--- src/rtl/pipelined_color_mapper.sv ---
// Composites tiles, treasures and player sprites into RGB through a 3-register pipeline, 1 pixel/cycle, no stalls.
// Defining PLAYER_BLINK_EN blanks players whose blink bit is set while frame_cnt[3] is high.
module pipelined_color_mapper #(
   parameter int TILE        = 40,
   parameter int MAP_COLS    = 16,
   parameter int MAP_ROWS    = 12,
   parameter int NUM_PLAYERS = 2,
   parameter int HALF        = 20
) (
   input  logic                                  Clk,
   input  logic                                  Reset,
   input  logic                                  pix_valid_in,
   input  logic [9:0]                            DrawX,
   input  logic [9:0]                            DrawY,
   input  logic                                  frame_start,
   input  logic [NUM_PLAYERS-1:0][9:0]           player_X,
   input  logic [NUM_PLAYERS-1:0][9:0]           player_Y,
   input  logic [NUM_PLAYERS-1:0]                player_alive,
   input  logic [NUM_PLAYERS-1:0]                player_blink,
   input  logic [0:MAP_COLS*MAP_ROWS-1][3:0]     map_array,
   input  logic [0:MAP_COLS*MAP_ROWS-1][3:0]     treasure_array,
   output logic                                  pix_valid_out,
   output logic [7:0]                            Red,
   output logic [7:0]                            Green,
   output logic [7:0]                            Blue,
   output logic [5:0]                            frame_cnt
);

   localparam int NT = MAP_COLS * MAP_ROWS;
   localparam int IW = (NT > 1) ? $clog2(NT) : 1;
   localparam int TW = $clog2(TILE);
   localparam int PW = $clog2(2 * HALF);
   localparam logic [4:0] TRANSP = 5'h0f;
   localparam logic [4:0] GRASS  = 5'd1;

   function automatic int iabs(input int v);
      return (v < 0) ? -v : v;
   endfunction

   // Tile layer sprites: 1 box, 2 brick, 3 bomb (transparent outside the diamond), 4 explosion.
   function automatic logic [4:0] tile_rom(input logic [3:0] code, input logic [TW-1:0] xv,
                                           input logic [TW-1:0] yv);
      int x;
      int y;
      logic [4:0] c;
      x = int'(xv);
      y = int'(yv);
      c = TRANSP;
      case (code)
         4'd1:    c = (x < 2 || y < 2 || x >= TILE-2 || y >= TILE-2) ? 5'd4 : 5'd3;
         4'd2:    c = ((y % (TILE/4)) == TILE/4 - 1) ? 5'd6 : 5'd5;
         4'd3:    c = (iabs(x - TILE/2) + iabs(y - TILE/2) < (TILE*3)/8) ? 5'd7 : TRANSP;
         4'd4:    c = 5'd8;
         default: c = TRANSP;
      endcase
      return c;
   endfunction

   function automatic logic [4:0] treasure_rom(input logic [3:0] code, input logic [TW-1:0] xv,
                                               input logic [TW-1:0] yv);
      int x;
      int y;
      logic [4:0] c;
      x = int'(xv);
      y = int'(yv);
      c = TRANSP;
      case (code)
         4'd5:    c = (x >= TILE/4 && x < (3*TILE)/4 && y >= TILE/2 && y < (TILE*4)/5) ? 5'd9 : TRANSP;
         4'd6:    c = (iabs(x - TILE/2) + iabs(y - TILE/2 - 2) < (TILE*3)/10) ? 5'd10 : TRANSP;
         default: c = TRANSP;
      endcase
      return c;
   endfunction

   // Square body with a per-player transparent slot, so overlapping players stay distinguishable.
   function automatic logic [4:0] player_rom(input int p, input logic [PW-1:0] xv,
                                             input logic [PW-1:0] yv);
      int x;
      int y;
      logic body;
      logic hole;
      x = int'(xv);
      y = int'(yv);
      body = (x >= 2) && (x < 2*HALF - 2) && (y >= 2) && (y < 2*HALF - 2);
      hole = (y >= HALF - 4) && (y < HALF + 4) && (x >= 4 + 8*p) && (x < 12 + 8*p);
      return (body && !hole) ? 5'(11 + p) : TRANSP;
   endfunction

   function automatic logic [23:0] color_lut(input logic [4:0] idx);
      logic [23:0] c;
      case (idx)
         5'd1:    c = 24'h228B22;
         5'd3:    c = 24'hC08040;
         5'd4:    c = 24'h804020;
         5'd5:    c = 24'hB22222;
         5'd6:    c = 24'hC0C0C0;
         5'd7:    c = 24'h202020;
         5'd8:    c = 24'hFFA500;
         5'd9:    c = 24'h8B4513;
         5'd10:   c = 24'h8A2BE2;
         5'd11:   c = 24'h0000FF;
         5'd12:   c = 24'hFF0000;
         5'd13:   c = 24'h00FF00;
         5'd14:   c = 24'hFFFF00;
         default: c = 24'h000000;
      endcase
      return c;
   endfunction

   logic [5:0] frame_cnt_q;

   always_ff @(posedge Clk) begin
      if (!Reset)           frame_cnt_q <= 6'd0;
      else if (frame_start) frame_cnt_q <= frame_cnt_q + 6'd1;
   end

   assign frame_cnt = frame_cnt_q;

   logic [NUM_PLAYERS-1:0] blank_d;
`ifdef PLAYER_BLINK_EN
   assign blank_d = player_blink & {NUM_PLAYERS{frame_cnt_q[3]}};
`else
   logic unused_blink;
   assign unused_blink = ^player_blink;
   assign blank_d = '0;
`endif

   // ---------------- S1: tile coordinates, map fetch, player window hits
   logic [9:0]                       col_d, row_d;
   logic [TW-1:0]                    tx_d, ty_d;
   logic                             oom_d;
   logic [IW-1:0]                    idx_d;
   logic [NUM_PLAYERS-1:0][10:0]     dx_d, dy_d;
   logic [NUM_PLAYERS-1:0]           hit_d;
   logic [NUM_PLAYERS-1:0][PW-1:0]   pox_d, poy_d;

   assign col_d = DrawX / 10'(TILE);
   assign row_d = DrawY / 10'(TILE);
   assign tx_d  = TW'(DrawX % 10'(TILE));
   assign ty_d  = TW'(DrawY % 10'(TILE));
   assign oom_d = (col_d >= 10'(MAP_COLS)) || (row_d >= 10'(MAP_ROWS));
   assign idx_d = oom_d ? '0 : IW'(16'(row_d) * 16'(MAP_COLS) + 16'(col_d));

   // 11-bit offsets: a negative result sets bit 10 and fails the window test.
   always_comb begin
      dx_d  = '0;
      dy_d  = '0;
      hit_d = '0;
      pox_d = '0;
      poy_d = '0;
      for (int p = 0; p < NUM_PLAYERS; p++) begin
         dx_d[p]  = {1'b0, DrawX} - {1'b0, player_X[p]} + 11'(HALF);
         dy_d[p]  = {1'b0, DrawY} - {1'b0, player_Y[p]} + 11'(HALF);
         hit_d[p] = !dx_d[p][10] && !dy_d[p][10] &&
                    (dx_d[p] < 11'(2*HALF)) && (dy_d[p] < 11'(2*HALF));
         pox_d[p] = dx_d[p][PW-1:0];
         poy_d[p] = dy_d[p][PW-1:0];
      end
   end

   logic                             v1_q, oom1_q;
   logic [3:0]                       tile1_q, tres1_q;
   logic [TW-1:0]                    tx1_q, ty1_q;
   logic [NUM_PLAYERS-1:0]           draw1_q;
   logic [NUM_PLAYERS-1:0][PW-1:0]   pox1_q, poy1_q;

   always_ff @(posedge Clk) begin
      if (!Reset) v1_q <= 1'b0;
      else        v1_q <= pix_valid_in;
   end

   always_ff @(posedge Clk) begin
      oom1_q  <= oom_d;
      tile1_q <= map_array[idx_d];
      tres1_q <= treasure_array[idx_d];
      tx1_q   <= tx_d;
      ty1_q   <= ty_d;
      draw1_q <= hit_d & player_alive & ~blank_d;
      pox1_q  <= pox_d;
      poy1_q  <= poy_d;
   end

   // ---------------- S2: sprite ROM lookups
   logic [4:0]                       tpix_d, trpix_d;
   logic [NUM_PLAYERS-1:0][4:0]      ppix_d;

   always_comb begin
      tpix_d  = tile_rom(tile1_q, tx1_q, ty1_q);
      trpix_d = treasure_rom(tres1_q, tx1_q, ty1_q);
      ppix_d  = '0;
      for (int p = 0; p < NUM_PLAYERS; p++)
         ppix_d[p] = draw1_q[p] ? player_rom(p, pox1_q[p], poy1_q[p]) : TRANSP;
   end

   logic                             v2_q, oom2_q;
   logic [3:0]                       tile2_q;
   logic [4:0]                       tpix2_q, trpix2_q;
   logic [NUM_PLAYERS-1:0][4:0]      ppix2_q;

   always_ff @(posedge Clk) begin
      if (!Reset) v2_q <= 1'b0;
      else        v2_q <= v1_q;
   end

   always_ff @(posedge Clk) begin
      oom2_q   <= oom1_q;
      tile2_q  <= tile1_q;
      tpix2_q  <= tpix_d;
      trpix2_q <= trpix_d;
      ppix2_q  <= ppix_d;
   end

   // ---------------- S3: layer priority and colour table
   logic [4:0]  sel_d;
   logic [23:0] rgb_d;

   always_comb begin
      sel_d = GRASS;
      case (tile2_q)
         4'd1, 4'd2, 4'd4: sel_d = tpix2_q;
         4'd3:             if (tpix2_q != TRANSP) sel_d = tpix2_q;
         4'd0:             if (trpix2_q != TRANSP) sel_d = trpix2_q;
         default:          sel_d = GRASS;
      endcase
      // Descending scan so the lowest-indexed opaque player is the last writer.
      for (int p = NUM_PLAYERS-1; p >= 0; p--)
         if (ppix2_q[p] != TRANSP) sel_d = ppix2_q[p];
      rgb_d = (v2_q && !oom2_q) ? color_lut(sel_d) : 24'h000000;
   end

   always_ff @(posedge Clk) begin
      if (!Reset) begin
         pix_valid_out <= 1'b0;
         Red           <= 8'h00;
         Green         <= 8'h00;
         Blue          <= 8'h00;
      end else begin
         pix_valid_out <= v2_q;
         Red           <= rgb_d[23:16];
         Green         <= rgb_d[15:8];
         Blue          <= rgb_d[7:0];
      end
   end

endmodule

--- config.mk ---
export PLATFORM = sky130hd
export DESIGN_NAME = pipelined_color_mapper
export DESIGN_NICKNAME = d
export VERILOG_FILES = /design/src/rtl/pipelined_color_mapper.sv
export SDC_FILE = /design/constraint.sdc
export NUM_CORES = 2
export LEC_CHECK = 0
export ABC_AREA = 1
export CAP_MARGIN = 10
export CORE_AREA = 5 5 643 645
export CTS_BUF_LIST = sky130_fd_sc_hd__clkbuf_4 sky130_fd_sc_hd__clkbuf_8
export DETAILED_ROUTE_END_ITERATION = 12
export DIE_AREA = 0 0 648 650
export GPL_TIMING_DRIVEN = 0
export PLACE_DENSITY = 0.33
export SETUP_SLACK_MARGIN = 0.4
export SYNTH_ARGS = -nofsm -noshare
export SYNTH_HDL_FRONTEND = slang
export SYNTH_SLANG_ARGS = --single-unit
--- constraint.sdc ---
create_clock -name Clk -period 6.9 [get_ports Clk]
set_input_delay 2.07 -clock Clk [delete_from_list [all_inputs] [get_ports Clk]]
set_output_delay 2.07 -clock Clk [all_outputs]
set_load 0.05 [all_outputs]
Word-level counts from Yosys, hierarchy flattened
Memories as Yosys holds them, arrays and structs flattened. A register that Yosys moved wholly into a read port is not among the register bits. Index checks and enable logic that the tools add are counted. W data, S select, Z words.

Bits in read-only memories: 384. Output and inout bits: 31. Input port bits: 1604. Memories kept: 1. Logic and storage cells: 161. Register bits: 81.

Div/mod/pow operators: 5. Multiplexer cells: 24. Order comparisons: 36. Eq/ne operators: 15. Reduce and logical (&&, ||, !) cells: 38. Add/subtract/negate cells: 18. Bitwise logic cells: 4.

Memories: (no name shown) (depth 16, bits a word 24, read ports 1, clocked after memory_dff 1, wr ports 0, line 91) `case (idx)`.

Operators by type and width (count): $mux W32 (3); $add A32 B32 Y32 (2); $bmux W4 S8 (2); $lt A32 B5 Y1 const B (2); $neg A7 Y32 (2); $add A11 B5 Y11 const B (4); $lt A11 B6 Y1 const B (4); $sub A10 B10 Y11 (4); $eq A32 B5 Y1 const B (1); $mod A7 B5 Y32 const B (1); $neg A8 Y32 (1); $lt A6 B6 Y1 const B (5); $ge A6 B2 Y1 const B (4); $logic_and A1 B1 Y1 (24); $lt A6 B5 Y1 const B (4); $div A10 B6 Y10 const B (2); $mod A10 B6 Y10 const B (2); $mux W4 (5); $mux W5 (4); $ne A5 B4 Y1 const B (4); $ge A6 B5 Y1 const B (3); $eq A4 B2 Y1 const B (4); $eq A4 B3 Y1 const B (4); $pmux W4 S4 (1); other kinds (27) (48).

Longest topological paths before layout
Word-level depth: 8. Gate-level depth with buffers: 33. Gate-level depth less buffers: 31.

Worst setup path after synthesis
No wires, ideal clock.

Kind: input-to-reg. Start: input port DrawY[8]. End: register tile1_q[0]. Setup slack: 1.545 ns. Data required time: 6.841 ns. Arrival time: 5.296 ns. Library setup time: 0.059 ns. Path buffers: 0. Stages on the path: 23. Path through: o21a_1 -> nand2_1 -> o211ai_1 -> nand2_1 -> inv_1 -> nor2_1 -> nor2_1 -> nand2_1 -> nand2_1 -> nand2_2 -> nand2_1 -> nand2_1 -> nor2_1 -> o21ai_1 -> o211ai_1 -> ha_1 -> ha_1 -> or2_2 -> nand3_1 -> clkinv_1 -> nor2_1 -> nand3_1 -> nand2_1.

Cells in the longest elaborated chain, start to end: 8. Elaborated cells on any way between the ends: 9. Classes of those cells: add/sub: 1; div: 1; order compare: 1; mux: 4; bitwise: 1; reduce/logical: 1.

Ends and longest elaborated chain: start, declared (line 14) `input logic [9:0] DrawY,`; $div A10 B6 Y10 * (line 138) `assign row_d = DrawY / 10'(TILE);`; $ge A10 B4 Y1 (line 141) `assign oom_d = (col_d >= 10'(MAP_COLS)) || (row_d >= 10'(MAP_ROWS));`; $logic_or A1 B1 Y1 (line 141); $mux W8 * (line 142) `assign idx_d = oom_d ? '0 : IW'(16'(row_d) * 16'(MAP_COLS) + 16'(col_d));`; $not A8 Y9 (implied by the code) * (line 174) `tile1_q <= map_array[idx_d];`; $bmux W4 S8 * (line 174); $mux W4 (implied by the code) * (2 in a row) (line 174); end signal, assigned (line 174); end, declared (line 162) `logic [3:0] tile1_q, tres1_q;`.

Mark *: on every way between the ends. The rest lies on a longest branch, timed or not. The select of a mux whose other input is x is not followed. A chain may end at the register's enable or synchronous reset.

Worst setup path after layout
Start: input port DrawY[8]. End: register tres1_q[2].

Cells in the longest elaborated chain, start to end: 8. Elaborated cells on any way between the ends: 9. Classes of those cells: add/sub: 1; div: 1; order compare: 1; mux: 4; bitwise: 1; reduce/logical: 1.

Ends and longest elaborated chain: $div A10 B6 Y10 (line 138); $ge A10 B4 Y1 (line 141); $logic_or A1 B1 Y1 (line 141); net oom_d (line 131) `logic oom_d;`; $mux W8 (line 142); $not A8 Y9 (implied by the code) (line 175) `tres1_q <= treasure_array[idx_d];`; $bmux W4 S8 (line 175); $mux W4 (implied by the code) (2 in a row) (line 175); end signal, assigned (line 175); end, declared (line 162).

The timed path passes the listed nets, and every way through them passes these cells. The select of a mux whose other input is x is not followed.

==> reports/results.ini <==
[floorplan]
fp.dieArea_um2=421000
chipHeight_um=650
placeableCoreArea_um2=408000
die_width_um=648
placement_rows=235
floorplan.initialDensity_pct=6.57
io_pins=1635

[placed_design]
detailed_place_hpwl_mm=403
gpl.final_weighted_congestion=0.880
port_buffers=1631
pre_cts_slack_ns=-3.34
dp.cells=12300

[global_route]
grt_use_met3_pct=4.12
grt_peak_use_layer=met2
largest_net_degree_at_the_start_of_global_routing=19
via_count_of_the_first_global_routing_pass=43600
use_met2_pct=38.3
number_of_antenna_violations_at_the_first_check_in_global_routing=221
wire_length_of_the_first_global_routing_pass_mm=549
globalRoute.totalOverflow=0
track_usage_pct=20.8
grtUsageMet1_pct=23.7

[power]
vdd_drop_max_mv=0.104
leak_pwr_uw=0.0236
power.density_cell_area_nw_per_um2=188

[routing]
finalWirelength_mm=461
via_count=45400
wl_per_cell_um=37.0
drcViolationCount=0
initialDrtViolationCount=4616
first_pass_iters=6
antenna_left=0
vias_per_cell=3.64

[timing]
final.min_clock_period_ns=6.42
worst_pin_slew_ns=1.50
slew_headroom_pct=0.221
setup-violations-final=0
number_of_hold_slack_violations_in_the_final_timing_report=0
clock-skew-final_ns=0.0182
tns_ns=0
finalHoldWorstSlack_ns=0.346
rsz0062_at_grt=yes
worst_slack_ns=0.482
final.period_utilization_pct=93.0
timing.final.max_slew_violations=0
max_clk_rate_mhz=156

[logic_synthesis]
synth_area_leaders=nand3_1 31%, nand2_1 18%, inv_1 12%
synth_async_sr_flop_share_pct=0
synth.lib_cells_used.distinct=50
synth_ff_type=dfxtp_1
most_common_library_cells_after_synthesis=1642 x nand3_1, 1258 x nand2_1, 826 x inv_1
most_frequent_cell_after_synthesis=nand3_1
post_synth_instance_area_um2=26800
syn_inst=5149
synth.ff_latch_count=88
seq_area_frac_synth_pct=6.58
post_synth.cell_area_avg_um2=5.20
synth-edff-count=0
yosys_warning_total=0
synth_top_cell_area_share_pct=30.7
yosys.area.top_type=nand3_1

[critical_path]
critical_path.slowest_cell=nand3b_1
timing.critical_path.from=DrawY[8]
crit_top_cell=nand2_1
cpPeakStageDelay_ns=0.75
timing.critical_path.fanout_max=10
crit_path_end_kind=flop
cp_data_arrival_time_ns=6.73
worst_setup_path_start_kind=primary input
critical_path.n_buffers_inverters=6
required_ns=7.21
critical_path_class=in -> reg
cpLargestDelayFamily=simple AND/OR/NAND/NOR gates
critical_path.reg2reg.startpoint=ty1_q[2]$_DFF_P_

[clock_tree]
sinks_on_the_clock_net=88
ctsHtreeMaxLevel=3
path_clk_slew_ns=0.11
clock_tree.buffer_depth=2
hold_buffer_count_at_cts=0
cts_root_buffer=clkbuf_8
cts-buffers-inserted=9
clock_tree_from_tritoncts=yes
clkLatencyLatePin_ns=0.41

[cells_and_area]
fin_util_pct=13.3
ff_latch_area_um2=1760
fin_cells=12500
area_delta_synth_final_pct=103
finish.net_count=8674
multi_input_area_um2=21400
n_fill_cell=48100
share_of_final_layout_standard_cells_stronger_than_drive_strength_1_pct=9.40

[outcome]
violated_checks=max-capacitance violations
run_status=finished, violations left

[min_path]
timing.hold.worst.start=oom1_q$_DFF_P_
hold_path.class=reg -> reg

[flow_run]
drv.max_cap_violation_count=1

timing repair:
| item | in CTS | in global routing |
|---|---|---|
| gates resized for setup | 621 | 100 |
| setup endpoints to repair | 8 | 8 |
| setup buffers | 14 | 5 |
| pin swaps | 16 | 12 |
| gates cloned | 2 | 0 |
area by class of cell:
type	instances	area share, %
Timing Repair Buffer	1701	32.3
Clock inverter	7	0.138
Buffer	381	5.72
Antenna cell	93	0.429
Inverter	840	5.85
Tap cell	5451	12.6
Clock buffer	9	0.228
Sequential cell	88	3.24
Multi-Input combinational cell	3896	39.5
layer usage:
layer  vias up  part of all wire [%]
li1      20400                     -
met1     22000                    38
met2      2430                    51
met3       533                   6.4
met4        62                   3.8
met5         -                  0.11
placed cells by master, fill, tap and decap left out, types with 20 or more instances in the layout:
| cell | n |
|---|---|
| nand3b_1 | 322 |
| nor2_1 | 94 |
| buf_12 | 29 |
| buf_4 | 85 |
| buf_16 | 23 |
| ha_1 | 147 |
| inv_1 | 824 |
| nand4_1 | 20 |
| buf_2 | 58 |
| a21oi_1 | 70 |
| diode_2 | 93 |
| buf_8 | 42 |
| clkbuf_4 | 49 |
| nand3_4 | 50 |
| clkbuf_2 | 76 |
| conb_1 | 57 |
| clkdlybuf4s50_1 | 1623 |
| xor2_1 | 41 |
| o21ai_0 | 89 |
| nand2_1 | 1251 |
| nand3_2 | 100 |
| buf_6 | 41 |
| clkbuf_1 | 31 |
| dfxtp_1 | 88 |
| nand3_1 | 1493 |
cells by family after synthesis:
group / after synthesis / synth area share (%)
AOI/OAI and AO/OA: 231 / 4.95
xor gates and xnor gates: 51 / 1.67
adders and majority gates: 153 / 7.29
buffers and inverters: 1221 / 18.7
DFF: 88 / 6.58
other: 1 / 0.0140
and+or+nand+nor: 3404 / 60.8
path summary, 6_finish.rpt:
path	to	slack [ns]	cells after the start
worst min register to register	oom2_q$_DFF_P_	0.35	0
worst min-delay path	oom2_q$_DFF_P_	0.35	0
worst max-delay path	tres1_q[2]$_DFF_P_	0.48	26
worst max register to register	trpix2_q[2]$_SDFF_PN1_	2.46	23
per-stage QoR:
step,power [µW],cell area (µm²)
6_report,10200,54300
5_1_grt,10700,54200
4_1_cts,10300,53800
3_5_place_dp,9420,51200
3_3_place_gp,9260,50100
2_1_floorplan,4060,27000
power breakdown:
group | internal, µW | total (µW) | switching [µW]
combinational | 2830 | 9130 | 6300
clock | 143 | 384 | 241
sequential | 609 | 694 | 85.1
registers in the layout, indices dropped and copies added, names as in the netlist, 2 cells and up:
name and flops:
pox1_q 10, poy1_q 10, Green 8, Red 8, Blue 6, frame_cnt 6
tx1_q 6, ty1_q 6, tile1_q 4, tile2_q 4, tpix2_q 4, tres1_q 4
trpix2_q 3, draw1_q 2, ppix2_q 2
Note: power is estimated with default switching activity, not from simulation.
